### src/rtl/seq_scheduler.sv
// Batch scheduler: host-configured repeat/gap sequencer trigger with done/busy status.
// Optional watchdog on WAIT enabled by defining SEQ_SCHED_TIMEOUT_EN.
module seq_scheduler (
  input  logic       clk,
  input  logic       rst_n,
  input  logic [7:0] dato,
  input  logic       Stb,
  input  logic       wr,
  input  logic       start,
  input  logic       abort,
  input  logic       flag_adc,
  output logic       seq_en,
  output logic [1:0] mode,
  output logic [7:0] mux_cont_en,
  output logic       busy,
  output logic       done,
  output logic [7:0] run_cnt,
  output logic       err
);

  typedef enum logic [2:0] {
    IDLE,
    FIRE,
    WAIT,
    GAP,
    DONE
  } state_t;

  state_t     state_q, state_d;
  logic [1:0] mode_q, mode_d;
  logic [7:0] mask_q, mask_d;
  logic [7:0] n_q, n_d;
  logic [7:0] g_q, g_d;
  logic [1:0] ptr_q, ptr_d;
  logic [7:0] run_cnt_q, run_cnt_d;
  logic [7:0] gap_q, gap_d;
  logic       flag_q;
  logic       rise;
  logic       is_busy;
  logic [7:0] cnt_inc;

`ifdef SEQ_SCHED_TIMEOUT_EN
  logic [15:0] wd_q, wd_d;
  logic        err_q, err_d;
`endif

  assign is_busy = (state_q != IDLE);
  assign rise    = flag_adc & ~flag_q;
  assign cnt_inc = run_cnt_q + 8'd1;

  // Config byte loader; pointer resets whenever the write window closes
  always_comb begin
    ptr_d  = ptr_q;
    mode_d = mode_q;
    mask_d = mask_q;
    n_d    = n_q;
    g_d    = g_q;
    if (!wr) begin
      ptr_d = 2'd0;
    end else if (Stb && !is_busy) begin
      ptr_d = ptr_q + 2'd1;
      unique case (ptr_q)
        2'd0: mode_d = dato[1:0];
        2'd1: mask_d = dato;
        2'd2: n_d    = dato;
        2'd3: g_d    = dato;
        default: ;
      endcase
    end
  end

  always_comb begin
    state_d   = state_q;
    run_cnt_d = run_cnt_q;
    gap_d     = gap_q;
`ifdef SEQ_SCHED_TIMEOUT_EN
    wd_d      = wd_q;
    err_d     = err_q;
`endif
    if (abort) begin
      state_d = IDLE;
    end else begin
      unique case (state_q)
        IDLE: begin
          if (start) begin
            run_cnt_d = 8'd0;
`ifdef SEQ_SCHED_TIMEOUT_EN
            wd_d      = 16'd0;
            err_d     = 1'b0;
`endif
            state_d   = (n_q != 8'd0) ? FIRE : DONE;
          end
        end
        FIRE: begin
`ifdef SEQ_SCHED_TIMEOUT_EN
          wd_d    = 16'd0;
`endif
          state_d = WAIT;
        end
        WAIT: begin
          if (rise) begin
            run_cnt_d = cnt_inc;
            if (cnt_inc == n_q) begin
              state_d = DONE;
            end else if (g_q != 8'd0) begin
              gap_d   = g_q;
              state_d = GAP;
            end else begin
              state_d = FIRE;
            end
          end
`ifdef SEQ_SCHED_TIMEOUT_EN
          // 16'hFFFE here means this is the 65535th WAIT cycle
          else if (wd_q == 16'hFFFE) begin
            wd_d    = 16'hFFFF;
            err_d   = 1'b1;
            state_d = DONE;
          end else begin
            wd_d = wd_q + 16'd1;
          end
`endif
        end
        GAP: begin
          if (gap_q <= 8'd1) begin
            state_d = FIRE;
          end else begin
            gap_d = gap_q - 8'd1;
          end
        end
        DONE:    state_d = IDLE;
        default: state_d = IDLE;
      endcase
    end
  end

  always_ff @(posedge clk or negedge rst_n) begin
    if (!rst_n) begin
      state_q   <= IDLE;
      mode_q    <= 2'd0;
      mask_q    <= 8'd0;
      n_q       <= 8'd0;
      g_q       <= 8'd0;
      ptr_q     <= 2'd0;
      run_cnt_q <= 8'd0;
      gap_q     <= 8'd0;
      flag_q    <= 1'b0;
    end else begin
      state_q   <= state_d;
      mode_q    <= mode_d;
      mask_q    <= mask_d;
      n_q       <= n_d;
      g_q       <= g_d;
      ptr_q     <= ptr_d;
      run_cnt_q <= run_cnt_d;
      gap_q     <= gap_d;
      flag_q    <= flag_adc;
    end
  end

`ifdef SEQ_SCHED_TIMEOUT_EN
  always_ff @(posedge clk or negedge rst_n) begin
    if (!rst_n) begin
      wd_q  <= 16'd0;
      err_q <= 1'b0;
    end else begin
      wd_q  <= wd_d;
      err_q <= err_d;
    end
  end

  assign err = err_q;
`else
  assign err = 1'b0;
`endif

  // Status decoded from state so reset drops them without a clock
  assign seq_en      = (state_q == FIRE);
  assign busy        = is_busy;
  assign done        = (state_q == DONE);
  assign mode        = mode_q;
  assign mux_cont_en = mask_q;
  assign run_cnt     = run_cnt_q;

endmodule
### config.mk
export PLATFORM = sky130hd
export DESIGN_NAME = seq_scheduler
export DESIGN_NICKNAME = d
export VERILOG_FILES = /design/src/rtl/seq_scheduler.sv
export SDC_FILE = /design/constraint.sdc
export NUM_CORES = 1
export LEC_CHECK = 0
export BUFFER_PORTS_ARGS = -buffer_cell sky130_fd_sc_hd__buf_2
export CAP_MARGIN = 20
export CORE_AREA = 2 2 95 97
export DETAILED_ROUTE_END_ITERATION = 8
export DIE_AREA = 0 0 97 99
export SLEW_MARGIN = 20
export SYNTH_ARGS = -nofsm -noshare
export SYNTH_HDL_FRONTEND = slang
export SYNTH_SLANG_ARGS = --single-unit
### constraint.sdc
create_clock -name clk -period 3.2 [get_ports clk]
set_input_delay 0.16 -clock clk [delete_from_list [all_inputs] [get_ports clk]]
set_output_delay 0.16 -clock clk [all_outputs]
set_load 0.02 [all_outputs]
# [Yosys cells after proc, flatten, opt, wreduce, memory -nomap -nowiden]
# Cells that the tools add are included.
[totals] reg_bits=48 input_bits=15 wordCells=67
[op_classes] add_sub_neg=3 order_cmp=1 eq_ne=17 mux=18 bitwise=3 n_reduce_logical=16
[ops] cell="2-to-1 mux 8 bit" count=6
[ops] cell="case mux 8 bit (2 select lines)" count=2
[ops] cell="2-to-1 mux 3 bit" count=6
[ops] cell="nonzero test 8 bit" count=2
[ops] cell="AND reduction 3 bit" count=5
[ops] cell="case mux 3 bit (4 select lines)" count=1
[ops] cell="!= test 2 bit, second input constant" count=5
[ops] cell="!= test 3 bit, second input constant" count=3
[ops] cell="adder 8 x 1 -> 8 bit, second input constant" count=1
[ops] cell="== test 8 bit" count=1
[ops] cell="less-or-equal comparator 8 x 1 -> 1 bit, second input constant" count=1
[ops] cell="subtractor 8 x 1 -> 8 bit, second input constant" count=1
[ops] cell="== test 3 x 2 -> 1 bit, second input constant" count=2
[ops] cell="2-to-1 mux 2 bit" count=3
[ops] cell="AND reduction 6 bit" count=1
[ops] cell="== test 2 bit, second input constant" count=2
[ops] cell="AND reduction 4 bit" count=1
[ops] cell="nonzero test 2 bit" count=2
[ops] cell="== test 3 x 1 -> 1 bit, second input constant" count=1
[ops] cell="== test 3 bit, second input constant" count=1
[ops] cell="zero test 3 bit" count=1
[ops] cell="nonzero test 3 bit" count=1
[ops] cell="adder 2 x 1 -> 2 bit, second input constant" count=1
[ops] cell="== test 2 x 1 -> 1 bit, second input constant" count=1
[ops] cell="6 further kinds" count=7

# [Logic depth before layout (Yosys ltp)]
# Gate-level depths: netlist of run 1.
[logic_depth] ltp_word=6 mapped_depth=8

# [Worst setup path before layout of run 1]
# Ideal clock, no wire load.
[synth_timing] kind="register to register" start="register run_cnt_q[1], in the netlist run_cnt[1]" end="register gap_q[4]" setup_ns=0.080 arrival_time_ns=2.332 required_ns=3.120 slack_ns=0.788 path_stages_with_launch=7 path_cell_list="dfrtp_1 ha_1 xor3_1 a41o_1 or3_4 or4_4 o211ai_2"
[synth_between] elab_chain_cells=4
[synth_lines] element="from (decl)" line_no="35" text="logic [7:0] run_cnt_q, run_cnt_d;"
[synth_lines] element="from (signal assigned)" line_no="154" text="run_cnt_q <= run_cnt_d;"
[synth_lines] element="adder 8 x 1 -> 8 bit" line_no="49" text="assign cnt_inc = run_cnt_q + 8'd1;"
[synth_lines] element="== test 8 bit" line_no="103" text="if (cnt_inc == n_q) begin"
[synth_lines] element="!= test 2 bit (no source line)"
[synth_lines] element="AND reduction 6 bit (no source line)"
[synth_lines] element="to (signal assigned)" line_no="155" text="gap_q <= gap_d;"
[synth_lines] element="to (decl)" line_no="36" text="logic [7:0] gap_q, gap_d;"
# No other way between the ends.
# A chain may end at the register's enable or synchronous reset.

# [Worst setup path in the final report of run 1]
[layout_timing] start="register run_cnt_q[0], in the netlist run_cnt[0]" end="register gap_q[0]"
# The elaborated chain is that of the path after synthesis.

==> flow_summary.json, run 1 <==
{
  "status": "finished clean",
  "cts_tree": "done",
  "min_period_over_period_pct": 81.4,
  "async_flop_share_pct": 100,
  "antenna_found_initial": 0,
  "reg2reg_depth": 6,
  "critPathTopFamily": "compound AO/OA/AOI/OAI gates",
  "final_core_util_pct": 37.7,
  "hpwlAfterDp_um": 4730,
  "worstReg2RegStart": "run_cnt[0]$_DFFE_PN0P_",
  "cts_max_path_buffers": 2,
  "reg2reg_slack_ns": 0.60,
  "fillerInstances": 858,
  "hold_path_class": "in2reg",
  "ant_nets": 0,
  "grt_pass1_vias": 2228,
  "io_buffers": 35,
  "die_area_um2": 9600,
  "netlist_area_um2": 2790,
  "n_antenna_cell": 0,
  "relSlewSlack_pct": 47.9,
  "arrival_ns": 2.81,
  "gp_routability_congestion": 0.864,
  "num_io_pins": 37,
  "start_kind": "flop",
  "grt_setup_unrepaired": "false",
  "wl_um": 6530,
  "drive_gt1_share_pct": 26.7,
  "track_usage_pct": 14.5,
  "row_count": 34,
  "areaGrowthSynthToFinish_pct": 15.4,
  "cts_root_buf": "clkbuf_8",
  "insertion_delay_ns": 0.31,
  "fin_hold_ws_ns": 0.0797,
  "cts_buffers": 5,
  "crit_start": "run_cnt[0]$_DFFE_PN0P_",
  "cts-resized-gates": 0,
  "die_h_um": 99,
  "start_util_pct": 32.7,
  "yosysUniqueCellTypes": 53,
  "clk_pin_slew_ns": 0.10,
  "synth_ff_type": "dfrtp_1",
  "p_leak_uw": 0.00151,
  "die_x_um": 97,
  "grt_max_degree": 49,
  "worstPathCellList": "ha_1 > xor3_1 > a41o_1 > nor3_2 > o21ai_0 > a2111o_1",
  "hold-path-cell-count": 2,
  "maxCapViolCount": 0,
  "holdPathEnd": "ptr_q[0]$_DFFE_PN0P_",
  "worst_pin_slew_ns": 0.760,
  "fmax_mhz": 384,
  "nNetsFinal": 339,
  "crit_slowest_cell": "dfrtp_1",
  "critical_path_class": "reg2reg",
  "via_count": 2261,
  "drc": 0,
  "grt_pass1_wl_um": 11400,
  "cp_max_fo": 10,
  "synth_enable_flop_cells": 0,
  "hp-start": "wr",
  "first_pass_iters": 5,
  "fin_cells": 426,
  "crit_path_max_incr_delay_ns": 0.51,
  "hold_viol": 0,
  "syn_inst": 280,
  "h-tree-depth": 2,
  "cp_data_required_time_ns": 3.40,
  "syn-num-nets": 302,
  "ys_seq_area_share_pct": 43.0,
  "fin_skew_ns": 0.0116,
  "min_period_ns": 2.60,
  "yosysWarnings": 0,
  "total_power_uw": 2560,
  "setup_violations": 0,
  "wl_per_cell_um": 15.3,
  "drv_slew": 0,
  "clock_sinks": 48,
  "rr_endpoint": "gap_q[0]$_DFFE_PN0P_",
  "ys_seq_elements": 48,
  "drt-initial-drc-count": 202,
  "via_per_inst": 5.31,
  "crit_buf_inv": 0,
  "core-area_um2": 8550,
  "synth_area_per_cell_um2": 9.97,
  "fin_tns_setup_ns": 0,
  "vdd_drop_max_mv": 0.446,
  "overflow": 0,
  "endpoint_kind": "flop",
  "dp_cells": 416,
  "power_density_nw_per_um2": 795
}
## synthesized netlist by cell type, drive strengths merged, types with 5 or more instances
library cell / count / area share, %
dfrtp: 48 / 43
nand2: 30 / 4.0
mux2: 27 / 11
o21ai: 19 / 3.4
nor2: 15 / 2.0
nand3: 9 / 1.6
o31ai: 9 / 2.4
a21oi: 7 / 1.3
clkbuf: 7 / 0.94
ha: 7 / 3.1
inv: 7 / 0.94
nor3: 7 / 1.4
xnor2: 7 / 2.2
and2: 6 / 1.3
nand4: 6 / 1.3
nor2b: 6 / 1.3
nor4: 6 / 1.9
o211ai: 6 / 1.8
and3: 5 / 1.1
## layout by cell type, fill, tap and decap left out, types with 3 or more instances in the layout
cell type,netlist,final
nand3_1,9,9
nand2_1,30,30
clkbuf_8,0,5
o211ai_1,5,5
nor3_1,6,6
nor2b_1,6,6
o21ai_0,18,18
nor3b_1,4,4
buf_2,3,34
a21oi_1,7,7
xor2_1,3,3
buf_4,1,5
nor2_1,15,15
o31ai_1,9,9
a21o_1,4,4
nor4_1,5,5
and2_1,6,6
and3_1,5,5
or2_2,3,3
nand4_1,6,6
dfrtp_1,48,48
mux2_2,27,27
ha_1,7,7
xnor2_1,7,7
inv_1,7,7
## how the worst max path moves through the flow
stage	to	slack (ns)	cells past startpoint
2_1_floorplan	gap_q[4]$_DFFE_PN0P_	0.79	6
3_3_place_gp	gap_q[0]$_DFFE_PN0P_	0.67	6
3_5_place_dp	gap_q[0]$_DFFE_PN0P_	0.61	6
4_1_cts	gap_q[0]$_DFFE_PN0P_	0.58	6
5_1_grt	gap_q[0]$_DFFE_PN0P_	0.36	6
6_report	gap_q[0]$_DFFE_PN0P_	0.60	6
## layer usage
layer	up-vias	global-route usage [%]	share of wire [%]
li1	1098	-	-
met1	1088	20.9	51
met2	67	22.0	43
met3	8	2.91	4.7
met4	0	4.55	1.5
met5	-	0	0
## kinds of logic (layout without fill, tap and decap cells)
kind of cell | count (synthesis) | in the layout | synth area share, %
fa+ha+maj | 7 | 7 | 3.14
other cells | 1 | 1 | 0.134
xor+xnor | 11 | 11 | 3.99
flops | 48 | 48 | 43.0
compound gates | 61 | 61 | 15.1
mux | 28 | 28 | 11.2
buf+inv | 18 | 56 | 2.69
simple gates | 106 | 106 | 20.7
## state kept, by name (all words and copies together), names as in the netlist
signal       flops
state_q          3
mux_cont_en      8
n_q              8
flag_q           1
run_cnt          8
mode             2
gap_q            8
g_q              8
ptr_q            2
## through the flow
step | setup WS [ns] | cell area (um2)
after floorplan | 0.788 | 2790
after global placement | 0.672 | 3080
after detailed placement | 0.609 | 3080
after CTS | 0.584 | 3210
after global routing | 0.361 | 3220
final | 0.596 | 3220
## report_power, final
part | switching, uW | leakage (uW) | internal, uW
clock | 230 | 0.0000548 | 236
sequential | 203 | 0.000631 | 798
combinational | 620 | 0.000826 | 473
total | 1050 | 0.00151 | 1510
## worst register-to-register path: cells and delay by family, from the launching register on
family	cells	cell delay, ns
simple gates	1	0.48
compound gates	3	0.77
flops	1	0.51
xor+xnor	1	0.44
fa+ha+maj	1	0.30
## final cells by class
class	instances	area (um2)	area share, %
Tap cell	108	135	4.19
Multi-Input combinational cell	214	1520	47.1
Timing Repair Buffer	41	228	7.07
Sequential cell	48	1200	37.3
Clock inverter	3	46.3	1.44
Inverter	7	26.3	0.816
Clock buffer	5	68.8	2.14
## repair_timing
action                     4_1_cts  5_1_grt
buffers inserted                 0        0
hold endpoints to repair         1       48
hold buffers                     1        1
setup endpoints to repair        0        0
Power figures use the tool's default switching activity.
==> run 2, diff against run 1 <==
--- a/config.mk
+++ b/config.mk
@@ -5,11 +5,12 @@
 export SDC_FILE = /design/constraint.sdc
 export NUM_CORES = 1
 export LEC_CHECK = 0
+export ABC_AREA = 1
 export BUFFER_PORTS_ARGS = -buffer_cell sky130_fd_sc_hd__buf_2
 export CAP_MARGIN = 20
-export CORE_AREA = 2 2 95 97
+export CORE_AREA = 2 2 93 95
 export DETAILED_ROUTE_END_ITERATION = 8
-export DIE_AREA = 0 0 97 99
+export DIE_AREA = 0 0 95 97
 export SLEW_MARGIN = 20
 export SYNTH_ARGS = -nofsm -noshare
 export SYNTH_HDL_FRONTEND = slang
==> constraint.sdc (replaced) <==
create_clock -name clk -period 2.7 [get_ports clk]
set_input_delay 0.135 -clock clk [delete_from_list [all_inputs] [get_ports clk]]
set_output_delay 0.135 -clock clk [all_outputs]
set_load 0.02 [all_outputs]
==> run 2 against run 1 <==
Combinational power increased by 7%. Routed wire length decreased by 8.9%. Global-route usage decreased by 0.48 points. Critical path depth increased by 7. Die area decreased by 4.0%. Clock power increased by 15%. Total power increased by 11%. Register-to-register slack improved by 0.14 ns. Flip-flop and latch count unchanged. Non-clock buffer count decreased by 3. Clock skew decreased by 0.0044 ns. Clock-buffer cell count unchanged. Largest power group unchanged.
==> flow_summary.json, run 2 <==
{
  "ys_seq_elements": 48,
  "setup_violations": 0,
  "fin_skew_ns": 0.00716,
  "grt_pass1_vias": 2182,
  "status": "finished clean",
  "synth.top_cell.area_share_pct": 45.0,
  "hpwlAfterDp_um": 4600,
  "grt_pass1_wl_um": 10400,
  "final_common_cell": "nand2_1",
  "synth_area_per_cell_um2": 8.04,
  "p_leak_uw": 0.00155,
  "async_flop_share_pct": 100,
  "areaGrowthSynthToFinish_pct": 15.8,
  "power_density_nw_per_um2": 918,
  "wl_um": 5950,
  "rr_endpoint": "gap_q[3]$_DFFE_PN0P_",
  "ys_seq_area_share_pct": 45.0,
  "grt_max_degree": 33,
  "cts_root_buf": "clkbuf_8",
  "hold-path-cell-count": 3,
  "row_count": 33,
  "syn_inst": 332,
  "die_x_um": 95,
  "reg2reg_slack_ns": 0.74,
  "synth_ff_type": "dfrtp_1",
  "fin_tns_setup_ns": 0,
  "holdPathEnd": "ptr_q[1]$_DFFE_PN0P_",
  "grt_setup_unrepaired": "false",
  "drc": 0,
  "drive_gt1_share_pct": 21.4,
  "hold_viol": 0,
  "netlist_area_um2": 2670,
  "maxCapViolCount": 0,
  "ant_nets": 0,
  "wl_per_cell_um": 12.4,
  "syn-num-nets": 354,
  "die_h_um": 97,
  "drt-initial-drc-count": 140,
  "fillerInstances": 862,
  "drv_slew": 0,
  "antenna_found_initial": 0,
  "min_period_over_period_pct": 72.6,
  "core-area_um2": 8130,
  "track_usage_pct": 14.0,
  "yosysMostFrequentCell": "nand2_1",
  "cp_data_required_time_ns": 2.94,
  "cts_tree": "done",
  "min_period_ns": 1.96,
  "fin_hold_ws_ns": 0.112,
  "yosysWarnings": 0,
  "placed_area_um2": 2960,
  "overflow": 0,
  "h-tree-depth": 2,
  "cp_max_fo": 9,
  "nNetsFinal": 394,
  "synthTopCellsByCount": "nand2_1 (89), dfrtp_1 (48), inv_1 (38), o21ai_0 (38), nand3_1 (30)",
  "clk_pin_slew_ns": 0.09,
  "insertion_delay_ns": 0.30,
  "worst_pin_slew_ns": 0.744,
  "fmax_mhz": 510,
  "yosysTopAreaCell": "dfrtp_1",
  "start_util_pct": 32.8,
  "gp_routability_congestion": 0.914,
  "hp-start": "wr",
  "vdd_drop_max_mv": 0.286,
  "critical_path_class": "reg2reg",
  "relSlewSlack_pct": 50.4,
  "design_area_um2": 3090,
  "die_area_um2": 9220,
  "final_cell_mix": "nand2_1 (89), dfrtp_1 (48), inv_1 (38), o21ai_0 (38), buf_2 (35)",
  "hold_path_class": "in2reg",
  "arrival_ns": 2.21,
  "cts_buffers": 5,
  "cts_max_path_buffers": 2,
  "yosysUniqueCellTypes": 33,
  "synth_enable_flop_cells": 0,
  "num_io_pins": 37,
  "n_antenna_cell": 0,
  "clock_sinks": 48,
  "start_kind": "flop",
  "via_per_inst": 4.72,
  "first_pass_iters": 4,
  "synthTopCellsByArea": "dfrtp_1 (45%), nand2_1 (13%), o21ai_0 (7.1%), nand3_1 (5.6%), inv_1 (5.3%)",
  "endpoint_kind": "flop",
  "io_buffers": 35,
  "reg2reg_depth": 13,
  "via_count": 2258,
  "worstReg2RegStart": "run_cnt[0]$_DFFE_PN0P_"
}
==> run 2: cells by family (layout without fill, tap and decap cells) <==
group | Yosys count | after routing | synth area share [%]
other | 1 | 1 | 0.141
XOR/XNOR | 4 | 4 | 1.31
buffers and inverters | 49 | 90 | 7.22
flip-flops | 48 | 48 | 45.0
adder cells (fa/ha/maj) | 7 | 7 | 3.28
AO/OA/AOI/OAI | 58 | 58 | 12.0
AND/OR/NAND/NOR | 165 | 165 | 31.0
==> run 2: what timing repair did <==
item | CTS | global route
resized for setup | 0 | 0
endpoints found under the hold margin | 32 | 0
buffers inserted | 0 | 0
hold buffers | 2 | 0
==> run 2: metal layers <==
layer	up-vias	part of all wire (%)	GRT usage, %	routed length, um
met5	-	0	0	0
met4	0	0.77	4.01	46
met3	2	3.2	2.34	192
met2	41	49	22.3	2920
met1	1063	47	19.6	2790
li1	1152	-	-	-
==> run 2: final cells by class <==
type | count | area, um2 | area share, %
Multi-Input combinational cell | 235 | 1270 | 41.3
Sequential cell | 48 | 1200 | 38.9
Clock inverter | 3 | 46.3 | 1.50
Clock buffer | 5 | 68.8 | 2.23
Inverter | 44 | 165 | 5.34
Timing Repair Buffer | 38 | 203 | 6.56
Tap cell | 105 | 131 | 4.25
==> run 2: worst max-delay path, cell delays in order (launching register included) <==
cell     delay [ns]
dfrtp_1        0.51
ha_1           0.25
nand2_2        0.10
nor2_4         0.12
nand3_1        0.12
nand3_1        0.12
nand3_2        0.10
nor2_4         0.10
nand2_2        0.08
nand3_4        0.09
nand2_8        0.09
nand2_8        0.11
nand2_2        0.05
nand2_1        0.05
==> run 2: where the power goes <==
part	internal, uW	total (uW)	switching, uW
Clock	279	538	258
Sequential	928	1130	199
Combinational	421	1170	751
==> run 2: stage by stage <==
stage                     utilization (%)  std cells  setup WS, ns  power, uW
after CTS                            38.0        478         0.762       2870
after global placement               36.3        468         0.825       2310
after detailed placement             36.3        468         0.785       2320
after floorplan                         -        332         0.880       2000
final                                38.0        478         0.739       2840
after global routing                 38.0        478         0.543       3090
==> run 2: worst max-delay path by stage <==
| stage | from | end | slack, ns |
|---|---|---|---|
| after floorplan | run_cnt[1]$_DFFE_PN0P_ | gap_q[2]$_DFFE_PN0P_ | 0.88 |
| after global placement | run_cnt[0]$_DFFE_PN0P_ | gap_q[2]$_DFFE_PN0P_ | 0.82 |
| after detailed placement | run_cnt[0]$_DFFE_PN0P_ | gap_q[1]$_DFFE_PN0P_ | 0.79 |
| after CTS | run_cnt[0]$_DFFE_PN0P_ | gap_q[3]$_DFFE_PN0P_ | 0.76 |
| after global routing | run_cnt[0]$_DFFE_PN0P_ | gap_q[1]$_DFFE_PN0P_ | 0.54 |
| final | run_cnt[0]$_DFFE_PN0P_ | gap_q[3]$_DFFE_PN0P_ | 0.74 |
